$ cat src/rtl/minisys_io_pkg.sv
// Shared definitions for the minisys I/O controller: register offsets inside
// the I/O window, the bus FSM state type, the switch/LED width and an address
// decode helper.
package minisys_io_pkg;

    localparam int IO_W = 24;

    localparam logic [11:0] OFF_LED  = 12'h060;
    localparam logic [11:0] OFF_SW   = 12'h070;
    localparam logic [11:0] OFF_STAT = 12'h074;
    localparam logic [11:0] OFF_CTRL = 12'h078;

    typedef enum logic {
        IDLE = 1'b0,
        ACK  = 1'b1
    } bus_state_t;

    // Word-granular match: the two byte-select bits are masked off both sides.
    function automatic logic addr_hit(input logic [31:0] addr,
                                      input logic [31:0] base,
                                      input logic [11:0] off);
        logic [31:0] target;
        target = base + {20'd0, off};
        return (addr & ~32'h3) == (target & ~32'h3);
    endfunction

endpackage

$ cat src/rtl/minisys_io_ctrl_if.sv
// Core data-bus port: single-outstanding request/acknowledge.
//   req/we/addr/wdata : driven by the core (master)
//   rdata/ack/err     : driven by the I/O controller (slave), valid with ack
interface minisys_io_ctrl_if;
    logic        req;
    logic        we;
    logic [31:0] addr;
    logic [31:0] wdata;
    logic [31:0] rdata;
    logic        ack;
    logic        err;

    modport master (output req, we, addr, wdata, input  rdata, ack, err);
    modport slave  (input  req, we, addr, wdata, output rdata, ack, err);
endinterface

$ cat src/rtl/minisys_io_ctrl_switch_debounce.sv
// Switch conditioning: 2-flop synchronizer per bit, then a candidate register
// with a stability counter. A value is committed to 'stable' once it has been
// seen unchanged for DEBOUNCE_CYCLES synchronized cycles.
//   clk, rst (async, active-low)
//   raw[23:0]    asynchronous board switches
//   stable[23:0] debounced value
//   commit       high during the cycle whose rising edge loads a new stable value
module switch_debounce
    import minisys_io_pkg::*;
#(
    parameter int DEBOUNCE_CYCLES = 4
) (
    input  logic            clk,
    input  logic            rst,
    input  logic [IO_W-1:0] raw,
    output logic [IO_W-1:0] stable,
    output logic            commit
);

    localparam logic [15:0] COMMIT_AT = 16'(DEBOUNCE_CYCLES - 1);

    logic [1:0]      sync_reg [IO_W];
    logic [IO_W-1:0] synced;
    logic [IO_W-1:0] cand_reg, cand_next;
    logic [15:0]     cnt_reg, cnt_next;
    logic [IO_W-1:0] stable_reg;

    genvar gi;
    generate
        for (gi = 0; gi < IO_W; gi++) begin : g_sync
            always_ff @(posedge clk or negedge rst) begin
                if (!rst) begin
                    sync_reg[gi] <= 2'b00;
                end else begin
                    sync_reg[gi] <= {sync_reg[gi][0], raw[gi]};
                end
            end
            assign synced[gi] = sync_reg[gi][1];
        end
    endgenerate

    // The commit decision looks at the counter's next value so that the
    // stable register and the counter reaching DEBOUNCE_CYCLES-1 land on the
    // same edge (raw-to-commit = 2 + DEBOUNCE_CYCLES cycles).
    always_comb begin
        cand_next = cand_reg;
        cnt_next  = cnt_reg;
        if (synced != cand_reg) begin
            cand_next = synced;
            cnt_next  = 16'd0;
        end else if (cnt_reg != 16'hFFFF) begin
            cnt_next = cnt_reg + 16'd1;
        end
        commit = (cnt_next == COMMIT_AT) && (cand_next != stable_reg);
    end

    always_ff @(posedge clk or negedge rst) begin
        if (!rst) begin
            cand_reg   <= '0;
            cnt_reg    <= 16'd0;
            stable_reg <= '0;
        end else begin
            cand_reg <= cand_next;
            cnt_reg  <= cnt_next;
            if (commit) begin
                stable_reg <= cand_next;
            end
        end
    end

    assign stable = stable_reg;

endmodule

$ cat src/rtl/minisys_io_ctrl.sv
// Memory-mapped I/O controller for the minisys core: LED output register,
// debounced switch input, sticky change flag and level interrupt behind a
// request/acknowledge bus.
//   clk, rst (async, active-low)
//   bus    : slave side of minisys_io_ctrl_if (req/we/addr/wdata in,
//            rdata/ack/err out, all outputs registered)
//   irq    : changed & irq_en, registered
//   switch : raw board switches
//   led    : LED drive
module minisys_io_ctrl
    import minisys_io_pkg::*;
#(
    parameter int          DEBOUNCE_CYCLES = 4,
    parameter logic [31:0] IO_BASE         = 32'hFFFFFC00
) (
    input  logic                  clk,
    input  logic                  rst,
    minisys_io_ctrl_if.slave      bus,
    output logic                  irq,
    input  logic [IO_W-1:0]       switch,
    output logic [IO_W-1:0]       led
);

    bus_state_t      state_reg;
    logic [31:0]     rdata_reg;
    logic            ack_reg;
    logic            err_reg;
    logic [IO_W-1:0] led_reg;
    logic            irq_en_reg;
    logic            changed_reg;
    logic            irq_reg;

    logic [IO_W-1:0] sw_stable;
    logic            sw_commit;

    logic            hit_led, hit_sw, hit_stat, hit_ctrl, mapped;
    logic            accept, stat_clear;
    logic [31:0]     rd_mux;

    switch_debounce #(
        .DEBOUNCE_CYCLES(DEBOUNCE_CYCLES)
    ) u_debounce (
        .clk    (clk),
        .rst    (rst),
        .raw    (switch),
        .stable (sw_stable),
        .commit (sw_commit)
    );

    always_comb begin
        hit_led    = addr_hit(bus.addr, IO_BASE, OFF_LED);
        hit_sw     = addr_hit(bus.addr, IO_BASE, OFF_SW);
        hit_stat   = addr_hit(bus.addr, IO_BASE, OFF_STAT);
        hit_ctrl   = addr_hit(bus.addr, IO_BASE, OFF_CTRL);
        mapped     = hit_led | hit_sw | hit_stat | hit_ctrl;
        accept     = (state_reg == IDLE) && bus.req;
        stat_clear = accept && !bus.we && hit_stat;

        rd_mux = 32'd0;
        if (hit_led) begin
            rd_mux = {8'd0, led_reg};
        end else if (hit_sw) begin
            rd_mux = {8'd0, sw_stable};
        end else if (hit_stat) begin
            rd_mux = {31'd0, changed_reg};
        end else if (hit_ctrl) begin
            rd_mux = {31'd0, irq_en_reg};
        end
    end

    // Bus FSM with registered outputs. Requests seen in ACK are ignored, so
    // the core can at most complete one access every two cycles.
    always_ff @(posedge clk or negedge rst) begin
        if (!rst) begin
            state_reg  <= IDLE;
            rdata_reg  <= 32'd0;
            ack_reg    <= 1'b0;
            err_reg    <= 1'b0;
            led_reg    <= '0;
            irq_en_reg <= 1'b0;
        end else begin
            case (state_reg)
                IDLE: begin
                    if (bus.req) begin
                        ack_reg   <= 1'b1;
                        err_reg   <= !mapped;
                        rdata_reg <= bus.we ? 32'd0 : rd_mux;
                        if (bus.we && hit_led) begin
                            led_reg <= bus.wdata[IO_W-1:0];
                        end
                        if (bus.we && hit_ctrl) begin
                            irq_en_reg <= bus.wdata[0];
                        end
                        state_reg <= ACK;
                    end
                end
                ACK: begin
                    ack_reg   <= 1'b0;
                    err_reg   <= 1'b0;
                    rdata_reg <= 32'd0;
                    state_reg <= IDLE;
                end
                default: state_reg <= IDLE;
            endcase
        end
    end

    // A commit on the same edge as a STAT read wins, so no change is lost.
    always_ff @(posedge clk or negedge rst) begin
        if (!rst) begin
            changed_reg <= 1'b0;
            irq_reg     <= 1'b0;
        end else begin
            changed_reg <= sw_commit | (changed_reg & !stat_clear);
            irq_reg     <= changed_reg & irq_en_reg;
        end
    end

    assign bus.rdata = rdata_reg;
    assign bus.ack   = ack_reg;
    assign bus.err   = err_reg;
    assign led       = led_reg;
    assign irq       = irq_reg;

endmodule
$ cat src/flat_wrapper.sv
// flat-port wrapper written by rule: the top's interface ports become plain ports
module minisys_io_ctrl_flat import minisys_io_pkg::*;
#(
    parameter int          DEBOUNCE_CYCLES = 4,
    parameter logic [31:0] IO_BASE         = 32'hFFFFFC00
)
  (clk, rst, irq, switch, led, bus_req, bus_we, bus_addr, bus_wdata, bus_rdata, bus_ack, bus_err);
  minisys_io_ctrl_if bus_i ();
  input  logic clk;
  input  logic rst;
  output logic irq;
  input  logic [IO_W-1:0] switch;
  output logic [IO_W-1:0] led;
  input wire logic [$bits(bus_i.req)-1:0] bus_req;
  input wire logic [$bits(bus_i.we)-1:0] bus_we;
  input wire logic [$bits(bus_i.addr)-1:0] bus_addr;
  input wire logic [$bits(bus_i.wdata)-1:0] bus_wdata;
  output wire logic [$bits(bus_i.rdata)-1:0] bus_rdata;
  output wire logic [$bits(bus_i.ack)-1:0] bus_ack;
  output wire logic [$bits(bus_i.err)-1:0] bus_err;
  assign bus_i.req = bus_req;
  assign bus_i.we = bus_we;
  assign bus_i.addr = bus_addr;
  assign bus_i.wdata = bus_wdata;
  assign bus_rdata = bus_i.rdata;
  assign bus_ack = bus_i.ack;
  assign bus_err = bus_i.err;
  minisys_io_ctrl #(.DEBOUNCE_CYCLES(DEBOUNCE_CYCLES), .IO_BASE(IO_BASE)) u_core (.clk(clk), .rst(rst), .bus(bus_i), .irq(irq), .switch(switch), .led(led));
endmodule
$ cat config.mk
export PLATFORM = sky130hd
export DESIGN_NAME = minisys_io_ctrl_flat
export DESIGN_NICKNAME = d
export VERILOG_FILES = /design/src/rtl/minisys_io_pkg.sv /design/src/rtl/minisys_io_ctrl_if.sv /design/src/rtl/minisys_io_ctrl_switch_debounce.sv /design/src/rtl/minisys_io_ctrl.sv /design/src/flat_wrapper.sv
export SDC_FILE = /design/constraint.sdc
export NUM_CORES = 1
export LEC_CHECK = 0
export BUFFER_PORTS_ARGS = -buffer_cell sky130_fd_sc_hd__clkbuf_2
export CORE_MARGIN = 8
export CORE_UTILIZATION = 30
export DETAILED_ROUTE_END_ITERATION = 6
export GPL_TIMING_DRIVEN = 0
export RECOVER_POWER = 25
export SETUP_SLACK_MARGIN = 0.3
export SLEW_MARGIN = 5
export SYNTH_ARGS = -nofsm -noshare
export SYNTH_HDL_FRONTEND = slang
export SYNTH_SLANG_ARGS = --single-unit
$ cat constraint.sdc
create_clock -name clk -period 5.6 [get_ports clk]
set_input_delay 0 -clock clk [delete_from_list [all_inputs] [get_ports clk]]
set_output_delay 0 -clock clk [all_outputs]
set_load 0.02 [all_outputs]
# ---- After elaboration in Yosys (flattened, before gate mapping)
# Cells that the tools add are included.
dict set report word_totals {
  inputBits 92
  register_bits 174
  output_inout_bits 59
}
dict set report op_classes {
  muxes 16
  n_eq_ne 9
  n_bitwise 7
  n_reduce_logical 11
  addsub 1
}
# cell count
set ops {}
lappend ops {{== test 30 bit (second input constant)} 4}
lappend ops {{2-to-1 mux 24 bit} 3}
lappend ops {{2-to-1 mux 32 bit} 2}
lappend ops {{one-hot mux 32 bit (2 select lines)} 1}
lappend ops {{!= test 24 bit} 2}
lappend ops {{2-to-1 mux 16 bit} 2}
lappend ops {{adder 16 x 1 -> 16 bit (second input constant)} 1}
lappend ops {{== test 16 x 2 -> 1 bit (second input constant)} 1}
lappend ops {{!= test 16 bit (second input constant)} 1}
lappend ops {{logical AND 1 bit} 6}
lappend ops {{one-hot mux 1 bit (2 select lines)} 3}
lappend ops {{AND reduction 3 bit} 2}
lappend ops {{2-to-1 mux 1 bit} 5}
lappend ops {{OR 1 bit} 4}
lappend ops {{zero test 1 bit} 3}
lappend ops {{bitwise AND 1 bit} 2}
lappend ops {{!= test 2 bit (second input constant)} 1}
lappend ops {{NOT 1 bit} 1}

# ---- Depth between registers and ports, before layout
dict set report logic_depth {
  ltp_word 8
  mapped_depth 9
}

# ---- Cells and area by module
# Synthesis repeated with hierarchy kept, for this count alone.
dict set report unflattened {
  hier_cells 583
  area_unflattened_um2 7322.0
}
# mod cells_each n_inst seq_area_each_um2 area_per_inst_um2
set modules_own_cells {}
lappend modules_own_cells {switch_debounce 343 1 2802.7 4538.1}
lappend modules_own_cells {minisys_io_ctrl 240 1 1351.3 2783.9}

# ---- Worst setup path before layout
# OpenSTA, ideal clock, no wires.
dict set report synth_path {
  path_type {flip-flop to flip-flop}
  from {reg u_core.u_debounce.cnt_reg[0]}
  to {reg u_core.u_debounce.stable_reg[10], in the netlist u_core.u_debounce.stable[10]}
  path_slack_ns 2.930
  path_stages_with_launch 10
  arrival_time_ns 2.545
  synth_period_minus_slack_ns 2.670
  cell_sequence {dfrtp_1 > ha_1 > and3_1 > nand3_2 > nor3_1 > mux2_1 > nor4_2 > nand4_4 > buf_6 > mux2_4}
}
dict set report synth_between {
  elab_chain_len 5
  word_cells_on_any_way 6
  classes_between {add/sub: 1; eq/ne: 2; mux: 2; reduce/logical: 1}
}
# item line
set synth_rtl {}
lappend synth_rtl {{from (decl)} minisys_io_ctrl_switch_debounce.sv:25} ;# logic [15:0] cnt_reg, cnt_next;
lappend synth_rtl {{from (signal assigned)} minisys_io_ctrl_switch_debounce.sv:64} ;# cnt_reg <= cnt_next;
lappend synth_rtl {{adder 16 x 1 -> 16 bit / != test 16 bit (equally long branches)} {minisys_io_ctrl_switch_debounce.sv:52, minisys_io_ctrl_switch_debounce.sv:51}}
lappend synth_rtl {{2-to-1 mux 16 bit *} minisys_io_ctrl_switch_debounce.sv:51} ;# end else if (cnt_reg != 16'hFFFF) begin
lappend synth_rtl {{2-to-1 mux 16 bit *} minisys_io_ctrl_switch_debounce.sv:48} ;# if (synced != cand_reg) begin
lappend synth_rtl {{== test 16 x 2 -> 1 bit *} minisys_io_ctrl_switch_debounce.sv:54} ;# commit = (cnt_next == COMMIT_AT) && (cand_next != stable_reg);
lappend synth_rtl {{logical AND 1 bit *} minisys_io_ctrl_switch_debounce.sv:54}
lappend synth_rtl {{to (signal assigned)} minisys_io_ctrl_switch_debounce.sv:66} ;# stable_reg <= cand_next;
lappend synth_rtl {{to (decl)} minisys_io_ctrl_switch_debounce.sv:26} ;# logic [IO_W-1:0] stable_reg;
# Mark *: on every way between the ends. The rest lies on a longest branch, timed or not.
# A chain may end at the register's enable or synchronous reset.

==> summary.md <==
| Metric | Value |
|---|---|
| RSZ-0062 raised after global routing | false |
| MaxCap Viol Count | 1 |
| Hold Path Depth | 5 |
| WS Path Type | in2async |
| Max Clock Freq | 0.307 GHz |
| Synthesized area | 6890 um^2 |
| TritonRoute pass-1 iters | 4 |
| Syn avg cell area | 12.7 um^2 |
| Yosys top cell area share | 0.603 |
| CP startpoint kind | input port |
| Overflow after GRT | 0 |
| Worst path slowest cell | clkbuf_1 |
| Post-layout min period | 3260 ps |
| Reg-to-Reg End | u_core.u_debounce.stable[13] |
| Drt drc | 0 |
| CTS tree | yes |
| # IOs | 151 |
| Violated checks | capacitance limit, slew limit |
| First-pass GRT wire length | 26,700 um |
| PortBufs | 131 |
| Req. time, crit path | 5340 ps |
| Vias post-DR | 4,690 |
| Initial Util | 0.305 |
| Die width | 168 um |
| Core area | 22,600 um^2 |
| CTS resizes | 0 |
| Sequential cell area | 4150 um^2 |
| Final WL | 16,000 um |
| Worst vdd rail ir drop | 0.191 mV |
| Max reg flops | 48 |
| Reg2reg setup slack | 2610 ps |
| Syn Inst Count | 543 |
| Clk slew on worst S/H paths | 60 ps |
| Layout cells sized above 1 | 0.304 |
| 1st-iter DRT viols | 234 |
| R2R Path Start | u_core.u_debounce.cnt_reg[0] |
| Ranking of synthesized cells by area | dfrtp_1, mux2_2, xnor2_1, mux2_4, mux2i_1 |
| CP Depth | 2 |
| Post-synthesis cell type count | 51 |
| Setup TNS | 0 ps |
| Final nets | 846 |
| Post-DR vias/cell | 4.47 |
| Worst path top cell family by delay | buffers and inverters |
| Async SR Flop Fraction | 1.00 |
| Max Slew Vio Count | 62 |
| P per Cell Area | 285 nW/um^2 |
| Clock skew | 21.8 ps |
| Synth Warn # | 0 |
| CP bufs+invs | 2 |
| Crit. End Element | asynchronous set/reset pin |
| Hold Startpoint | bus_addr[2] |
| Final Setup Violations | 0 |
| Die area | 28,100 um^2 |
| Area grow syn2layout | 31.6% |
| Die Y | 168 um |
| Min-delay worst type | in2reg |
| Min-Delay Endpoint | u_core.changed_reg |
| Most used DFF post-synth | dfrtp_1 |
| Synth area leader | dfrtp_1 |
| Critical Path AT | 3000 ps |
| Vias in the first global route | 4,987 |
| Final hold vios | 0 |
| R2R depth | 9 |
| Synth top cells by count | dfrtp_1, nand2_1, clkbuf_1, xnor2_1 |
| Worst-path cell chain | dlygate4sd3_1 > clkbuf_1 |
| Row count | 55 |
| Final worst-path cycle share | 0.582 |
| Status | finished with violations |
| Post-synth EDFFs | 0 |
| Root Buffer | clkbuf_16 |
| Crit path largest cell delay | 2400 ps |
| Ant diodes | 0 |
| Post-DP HPWL | 11,700 um |
| Sequential fraction of the synthesis area | 0.603 |
| Post-route ant nets | 0 |
| FILL cells | 2,163 |
| Max_slew headroom | -1.30 |
| Initial antenna violation count | 0 |
| H-tree Lvls | 4 |
| Pin count of the biggest net entering global routing | 106 |
| Power Total | 2.59 mW |
| Worst-Margin Slew | 3450 ps |
| Worst-Skew Late Latency | 430 ps |
| Area occupied by multi-input gates | 2520 um^2 |
| Yosys reg bits | 166 |
| DR WL/cell | 15.3 um |
| Routability-driven placement congestion ratio | 0.827 |
| CP Max Fanout | 62 |
| Count leader, synth | dfrtp_1 |
| Leakage | 4.27 nW |
| Num CTS Buffers | 17 |
| Total track usage | 0.120 |
| Max Root-Sink Buffers | 2 |
| CTS sink count | 166 |
==> through the flow <==
| stage | utilization | instances | cell area, um^2 | hold WS (ps) | setup slack, ps |
|---|---|---|---|---|---|
| after CTS | 0.402 | 1049 | 9080 | 49.3 | 2570 |
| final | 0.402 | 1049 | 9070 | 68.0 | 2340 |
| after global routing | 0.402 | 1049 | 9070 | 90.0 | 1560 |
| after detailed placement | 0.353 | 967 | 7970 | 17.1 | 2600 |
| after global placement | 0.351 | 966 | 7930 | 110 | 1440 |
| after floorplan | - | 550 | 6920 | -296 | 2930 |
==> cell families after synthesis <==
family | synth area share
compound gates | 0.0379
fa+ha+maj | 0.00181
flops | 0.603
other cells | 0.000544
simple gates | 0.118
mux | 0.128
buf+inv | 0.0356
xor+xnor | 0.0750
==> layer usage <==
metal	share of wire	GRT usage
met1	0.44	0.148
met2	0.52	0.204
met3	0.035	0.0294
met4	0.0041	0.0342
met5	0	0
==> timing repair <==
action / 4_1_cts / 5_1_grt
hold buffers: 52 / 0
setup buffers: 0 / 0
hold endpoints to repair: 115 / 0
==> worst max-delay path by stage <==
stage                                   startpoint                             end  slack [ps]
floorplan             u_core.u_debounce.cnt_reg[0]    u_core.u_debounce.stable[10]        2930
global placement                               rst  u_core.u_debounce.sync_reg[22]        1440
detailed placement  u_core.u_debounce.sync_reg[23]    u_core.u_debounce.stable[18]        2600
CTS                  u_core.u_debounce.sync_reg[9]    u_core.u_debounce.stable[16]        2570
global route                                   rst                   u_core.led[3]        1560
finish                                         rst  u_core.u_debounce.sync_reg[40]        2340
==> placed cells by master (no fill, tap or decap), types with 9 or more instances in the layout <==
master and n:
mux2_2 30, nor3_1 9, clkbuf_2 128, nand2_1 39
mux2i_1 25, nor2_1 24, dfrtp_1 166, clkbuf_1 38
nand3_1 13, xor2_1 26, mux2_4 19, dlygate4sd3_1 52
nand4_1 21, xnor2_1 33, clkbuf_16 17, nor4_1 12
o21ai_0 30
==> worst reg2reg max path, stage by stage (launching register included) <==
cell	delay [ps]
dfrtp_1	400
ha_1	280
and3_1	220
nand3_2	110
nor3_1	380
mux2_1	380
nor4_2	310
nand4_4	240
buf_6	250
mux2_4	300
==> cell type report <==
type,count,area share
repair buffers,184,0.132
well taps,285,0.0393
inverters,4,0.00166
flip-flops and latches,166,0.458
clock inverters,9,0.0159
multi-input cells,332,0.278
plain buffers,48,0.0254
clock buffers,21,0.0497
==> report_power, final <==
part | leakage, nW | internal, mW | switching, mW
combinational | 1.84 | 0.0757 | 0.0705
sequential | 2.14 | 1.23 | 0.0210
clock | 0.286 | 0.717 | 0.475
Power figures use the tool's default switching activity.
